[src/rtl/vme_pkg.sv]
// Shared definitions for the EA4163 VME A16 slave: address modifiers,
// board base address and the bus-cycle sequencer state encoding.
package vme_pkg;

  // A16 address modifiers accepted by the board window
  localparam logic [5:0] AM_A16_NP  = 6'h29;  // non-privileged
  localparam logic [5:0] AM_A16_SUP = 6'h2D;  // supervisory

  // Board window base (A[15:6] significant, 32 word registers)
  localparam logic [15:0] EA4163_BASE = 16'h7C80;

  // Bus-cycle sequencer states
  typedef enum logic [2:0] {
    S_IDLE     = 3'd0,
    S_DECODE   = 3'd1,
    S_ACCESS   = 3'd2,
    S_WAIT     = 3'd3,
    S_DTACK    = 3'd4,
    S_RELEASE  = 3'd5,
    S_WAIT_REL = 3'd6
  } vme_state_t;

  // True for the A16 modifiers this board answers to
  function automatic logic am_is_a16(input logic [5:0] am);
    return (am == AM_A16_NP) || (am == AM_A16_SUP);
  endfunction

endpackage

[src/rtl/vme_sync.sv]
// Parameterised-width two-flop synchronizer for asynchronous VME strobes.
// Both stages reset to RST_VAL so the strobes read as "idle" out of reset.
module vme_sync #(
  parameter int unsigned         W       = 1,
  parameter logic [W-1:0]        RST_VAL = '0
) (
  input  logic         clk,
  input  logic         rst,
  input  logic [W-1:0] d,
  output logic [W-1:0] q
);

  logic [W-1:0] meta;

  // Two-stage capture of the asynchronous inputs
  always_ff @(posedge clk or posedge rst) begin
    if (rst) begin
      meta <= RST_VAL;
      q    <= RST_VAL;
    end else begin
      meta <= d;
      q    <= meta;
    end
  end

endmodule

[src/rtl/vme_slave_ctrl.sv]
// VME A16 slave-cycle sequencer for the EA4163 board.
// Synchronises the VME strobes, decodes address/AM against the board
// window, issues single-cycle register strobes, steers the data-bus
// direction and generates DTACK with active negation.
//
// Bus handshake: a cycle starts when synced AS and at least one synced DS
// are low. The slave answers by driving DTACK low (DTACK_EN=1, DTACK_D=0)
// and holds it until both synced DS are high again; it then drives DTACK
// high for one cycle (active negation) before releasing the line. DS is
// the only release condition; AS is only used to re-arm for the next cycle.
module vme_slave_ctrl
  import vme_pkg::*;
#(
  parameter logic [15:0] BASE_ADDR   = EA4163_BASE,
  parameter int unsigned DTACK_DELAY = 2,    // 0..15
  parameter int unsigned TIMEOUT     = 255   // 1..255
) (
  input  logic        I_CLK_32M,
  input  logic        I_VME_SYSRESET,
  input  logic        I_VME_AS,
  input  logic        I_VME_DS0,
  input  logic        I_VME_DS1,
  input  logic        I_VME_WR,
  input  logic        I_VME_LWORD,
  input  logic [15:1] I_VME_A,
  input  logic [5:0]  I_VME_AM,
  input  logic [15:0] I_VME_D,
  input  logic [15:0] I_REG_RDATA,
  output logic [4:0]  O_REG_ADDR,
  output logic [1:0]  O_REG_BE,
  output logic        O_REG_WR,
  output logic        O_REG_RD,
  output logic [15:0] O_WDATA,
  output logic [15:0] O_RDATA,
  output logic        O_D_OE,
  output logic        O_VME_DTACK_D,
  output logic        O_VME_DTACK_EN,
  output logic        O_BUSY,
  output logic        O_TIMEOUT,
  output vme_state_t  O_DBG_STATE
);

  localparam logic [3:0] DLY     = DTACK_DELAY[3:0];
  localparam logic [7:0] TO_LAST = 8'(TIMEOUT - 1);

  // Synchronised strobes, ordered {WR, DS1, DS0, AS}; all idle high
  logic [3:0] sync_q;
  logic       as_s;
  logic       ds0_s;
  logic       ds1_s;
  logic       wr_s;

  vme_sync #(
    .W       (4),
    .RST_VAL (4'b1111)
  ) u_sync (
    .clk (I_CLK_32M),
    .rst (I_VME_SYSRESET),
    .d   ({I_VME_WR, I_VME_DS1, I_VME_DS0, I_VME_AS}),
    .q   (sync_q)
  );

  assign as_s  = sync_q[0];
  assign ds0_s = sync_q[1];
  assign ds1_s = sync_q[2];
  assign wr_s  = sync_q[3];

  // Address/AM/LWORD are read straight from the pins in DECODE: synced AS
  // is low there, so the master guarantees they are stable.
  logic addr_hit;
  logic ds_any_s;
  assign addr_hit = am_is_a16(I_VME_AM)
                  && (I_VME_A[15:6] == BASE_ADDR[15:6])
                  && I_VME_LWORD;
  assign ds_any_s = ~ds0_s | ~ds1_s;

  // The synchronizer resets to "idle" values, which would make an AS that
  // is still low across reset look high for two cycles. Wait for the
  // synchronizer to fill with real pin samples before leaving WAIT_REL.
  logic [1:0] prime_cnt;
  logic       sync_ok;
  assign sync_ok = prime_cnt[1];

  // Count synchronizer fill cycles after reset, then hold
  always_ff @(posedge I_CLK_32M or posedge I_VME_SYSRESET) begin
    if (I_VME_SYSRESET) begin
      prime_cnt <= 2'd0;
    end else if (!sync_ok) begin
      prime_cnt <= prime_cnt + 2'd1;
    end
  end

  vme_state_t state;
  logic [3:0] wait_cnt;
  logic [7:0] to_cnt;
  logic       is_write;

  assign O_BUSY      = (state != S_IDLE);
  assign O_DBG_STATE = state;

  // Bus-cycle sequencer with registered outputs set on each transition
  always_ff @(posedge I_CLK_32M or posedge I_VME_SYSRESET) begin
    if (I_VME_SYSRESET) begin
      state          <= S_WAIT_REL;
      wait_cnt       <= 4'd0;
      to_cnt         <= 8'd0;
      is_write       <= 1'b0;
      O_REG_ADDR     <= 5'd0;
      O_REG_BE       <= 2'd0;
      O_REG_WR       <= 1'b0;
      O_REG_RD       <= 1'b0;
      O_WDATA        <= 16'd0;
      O_RDATA        <= 16'd0;
      O_D_OE         <= 1'b0;
      O_VME_DTACK_D  <= 1'b1;
      O_VME_DTACK_EN <= 1'b0;
      O_TIMEOUT      <= 1'b0;
    end else begin
      // Strobes and the timeout flag are single-cycle pulses
      O_REG_WR  <= 1'b0;
      O_REG_RD  <= 1'b0;
      O_TIMEOUT <= 1'b0;

      case (state)
        S_IDLE: begin
          if (!as_s && ds_any_s) begin
            state <= S_DECODE;
          end
        end

        S_DECODE: begin
          // A DS that went back high before decode is treated as a glitch
          if (addr_hit && ds_any_s) begin
            O_REG_ADDR <= I_VME_A[5:1];
            O_REG_BE   <= {~ds1_s, ~ds0_s};
            O_WDATA    <= I_VME_D;
            is_write   <= ~wr_s;
            O_REG_WR   <= ~wr_s;
            O_REG_RD   <= wr_s;
            state      <= S_ACCESS;
          end else begin
            state <= S_WAIT_REL;
          end
        end

        S_ACCESS: begin
          // The register block has O_REG_ADDR stable this cycle
          if (!is_write) begin
            O_RDATA <= I_REG_RDATA;
          end
          O_D_OE   <= ~is_write;
          wait_cnt <= 4'd1;
          to_cnt   <= 8'd0;
          if (DLY == 4'd0) begin
            O_VME_DTACK_EN <= 1'b1;
            O_VME_DTACK_D  <= 1'b0;
            state          <= S_DTACK;
          end else begin
            state <= S_WAIT;
          end
        end

        S_WAIT: begin
          if (wait_cnt >= DLY) begin
            O_VME_DTACK_EN <= 1'b1;
            O_VME_DTACK_D  <= 1'b0;
            state          <= S_DTACK;
          end else begin
            wait_cnt <= wait_cnt + 4'd1;
          end
        end

        S_DTACK: begin
          if (ds0_s && ds1_s) begin
            // Active negation: drive DTACK high for one cycle
            O_VME_DTACK_D <= 1'b1;
            state         <= S_RELEASE;
          end else if (to_cnt >= TO_LAST) begin
            // Master never released DS: let go of the bus
            O_TIMEOUT      <= 1'b1;
            O_VME_DTACK_EN <= 1'b0;
            O_VME_DTACK_D  <= 1'b1;
            O_D_OE         <= 1'b0;
            state          <= S_WAIT_REL;
          end else begin
            to_cnt <= to_cnt + 8'd1;
          end
        end

        S_RELEASE: begin
          O_VME_DTACK_EN <= 1'b0;
          O_D_OE         <= 1'b0;
          state          <= S_WAIT_REL;
        end

        S_WAIT_REL: begin
          if (as_s && sync_ok) begin
            state <= S_IDLE;
          end
        end

        default: begin
          state <= S_WAIT_REL;
        end
      endcase
    end
  end

endmodule

[config.mk]
export PLATFORM = sky130hd
export DESIGN_NAME = vme_slave_ctrl
export DESIGN_NICKNAME = d
export VERILOG_FILES = /design/src/rtl/vme_pkg.sv /design/src/rtl/vme_sync.sv /design/src/rtl/vme_slave_ctrl.sv
export SDC_FILE = /design/constraint.sdc
export NUM_CORES = 1
export LEC_CHECK = 0
export ABC_AREA = 1
export ABC_CLOCK_PERIOD_IN_PS = 2400
export CAP_MARGIN = 15
export CORE_MARGIN = 3
export CORE_UTILIZATION = 45
export CTS_BUF_LIST = sky130_fd_sc_hd__clkbuf_16
export CTS_CLUSTER_SIZE = 20
export DETAILED_ROUTE_END_ITERATION = 7
export PLACE_DENSITY = 0.84
export SETUP_SLACK_MARGIN = 0.4
export SYNTH_ARGS = -nofsm -noshare
export SYNTH_HDL_FRONTEND = slang
export SYNTH_SLANG_ARGS = --single-unit
[constraint.sdc]
create_clock -name I_CLK_32M -period 2.4 [get_ports I_CLK_32M]
set_input_delay 0.36 -clock I_CLK_32M [delete_from_list [all_inputs] [get_ports I_CLK_32M]]
set_output_delay 0.36 -clock I_CLK_32M [all_outputs]
set_load 0.01 [all_outputs]
==> metrics.txt <==
Critical Path RT=2.04 ns; Post-synth EDFFs=0; GRT Residual Overflow=0; IO buf count=107; hpwl dp=5142 um; Die Span Y=88.87 um; crit path launch=O_DBG_STATE[1]; Synth Warn #=0; drt pass-1 iters=4; met3 Track Usage GR=7.914%; Yosys top cell area share=48.58%; Syn Inst Count=319; post-DR wirelength/cell=14.56 um; vias in the first global route=2,561; core area=0.006495 mm2; Num Clock Sinks=71; setup bufs post-CTS=0; Setup WS post-layout=0.5630 ns; Clock Tree Root=clkbuf_16; GPL Wtd Cong=0.8768; RR Startpoint=to_cnt[0]; GRT Overall Usage=19.42%; Inserted Diodes=0; layout cell share with drive strength beyond 1=13.73%; Initial Util=47.58%; Chip Width=88.87 um; via density per instance=4.957; CP max-delay cell=dfstp_2; Max-cap violations=0; pin count of the biggest net entering global routing=54; Yosys cell types=27; area delta synth->final=48.91%; WS Path Type=reg -> out; Worst-path clk slew=0.06 ns; H-tree depth=3; Hold Fails Final Rpt=0; Max-slew headroom=66.63%; Slew Viols, Final=0; detailed-route DRC error count=0; Finished Cell Area=0.004602 mm2; synthesized area=0.003090 mm2; power per cell area=854.2 mW/mm2; crit-path max FO=5; GRT met1 Usage=21.46%; Hold Path Depth=0; cell family with most CP delay=flip-flops; leading area contributor after synthesis=dfrtp_1; Hold Path End=u_sync.q[1]; crit-path cells=clkdlybuf4s50_1; fmax=0.5444 GHz; Critical Path End Type=output pin; synthesis-stage register bit count=71; vias after detailed routing=2,548; final WL=7486 um; Worst Path Arrival=1.48 ns; Synth top cells by count=100 x nand2_1, 60 x dfrtp_1, 34 x nand3_1; largest cells by area after synthesis=dfrtp_1 49%, nand2_1 12%, dfstp_2 9.4%; Pleak=2.245 nW; DR iter-0 viols=121; worst hold start=u_sync.meta[1]; asr flop ratio synth=100.0%; synthesized area per cell=9.688 um2; Post-DP Area=0.004240 mm2; Final Power=3.931 mW; Worst Tran Pin Value=0.4987 ns; Max IR drop VDD=0.0006130 V; setup slack after placement=0.3468 ns; # rows=29; GRT busiest layer=met2; Synth Net Count=383; ratio of final minimum period to clock period=76.54%; clk_lat worst skew=0.33 ns; Crit path largest cell delay=0.59 ns; Register-to-Register Path Depth=10; I/O pin cnt=109; register area share after synthesis=57.94%; setup_tns=0 ns; fin nets=496; RSZ-0062 raised after global routing=false; CP Buf/Inv Count=1; R2R Path End=to_cnt[5]; Top FF cell, synth=dfrtp_1; class of the worst hold path=reg -> reg; Tmin final=1.837 ns; first-pass GRT wire length=11,490 um; clock skew=0.007519 ns; Reg2Reg Setup Slack=0.63 ns; Max clock buf depth=2; die area=0.007898 mm2; count leader, synth=nand2_1; Num CTS Buffers=9; antenna-violating nets left=0; TritonCTS clock tree=done; grt met2 use=33.47%; status=complete, no violations; crit start category=register; antenna violations before repair=0; Final setup viols=0
-- registers in the layout (all words and copies together) (netlist names), 2 cells and up --
register and count:
u_sync.q 4, to_cnt 8, O_REG_BE 2, O_DBG_STATE 3
O_WDATA 16, wait_cnt 4, prime_cnt 2, u_sync.meta 4
O_RDATA 16, O_REG_ADDR 5
-- kinds of logic (layout without fill, tap and decap cells) --
group	after synthesis	after routing	synth area share, %
AND/OR/NAND/NOR	169	169	23.81
flip-flops	71	71	57.94
buffers and inverters	37	155	5.384
AO/OA/AOI/OAI	19	19	3.482
multiplexers	16	16	6.923
adder cells (fa/ha/maj)	4	4	1.619
XOR/XNOR	3	3	0.8504
-- how the worst max path moves through the flow --
stage / end / slack [ns] / cells after the start
6_report: O_DBG_STATE[1] / 0.56 / 1
5_1_grt: to_cnt[5] / 0.49 / 10
4_1_cts: O_DBG_STATE[1] / 0.56 / 1
3_5_place_dp: O_REG_BE[1] / 0.35 / 8
3_3_place_gp: O_REG_BE[1] / 0.40 / 9
2_1_floorplan: O_RDATA[0] / 0.88 / 7
-- placed cells by master, fill, tap and decap left out, types with 7 or more instances in the layout --
cell	Yosys	routed
dfrtp_1	60	59
inv_1	27	27
nand3_1	34	34
dfstp_2	11	11
mux2_2	7	7
o21ai_0	9	9
nor2_1	22	22
mux2_4	9	9
clkbuf_16	0	9
clkdlybuf4s50_1	0	106
nand2_1	100	100
-- timing repair --
action | in CTS | in global routing
hold buffers | 0 | 0
endpoints found under the setup margin | 1 | 0
resized for setup | 2 | 0
-- routing by layer --
metal | share of wire [%] | up-vias
met5 | 0 | -
met4 | 1.1 | 0
met3 | 9.7 | 10
met2 | 50 | 101
met1 | 39 | 1191
li1 | - | 1246
-- where the power goes --
group	internal (mW)	leakage (nW)	switching, mW	total, mW
clock	1.12	0.179	0.503	1.62
sequential	1.33	0.896	0.113	1.44
combinational	0.377	1.17	0.494	0.871
-- area by class of cell --
cell class | count | area, um2
Inverter | 29 | 113.9
Clock buffer | 9 | 225.2
Fill cell | 470 | 1893
Tap cell | 77 | 96.34
Multi-Input combinational cell | 211 | 1134
Clock inverter | 7 | 136.4
Timing Repair Buffer | 110 | 1105
Sequential cell | 71 | 1792
-- per-stage QoR --
stage	cells	hold slack, ns	utilization, %
detailed placement	498	0.3473	65.29
floorplan	319	0.3452	-
global route	514	0.3581	70.85
CTS	514	0.3555	70.85
global placement	498	0.3460	65.29
finish	514	0.3539	70.85
(Power assumes the default switching activity.)
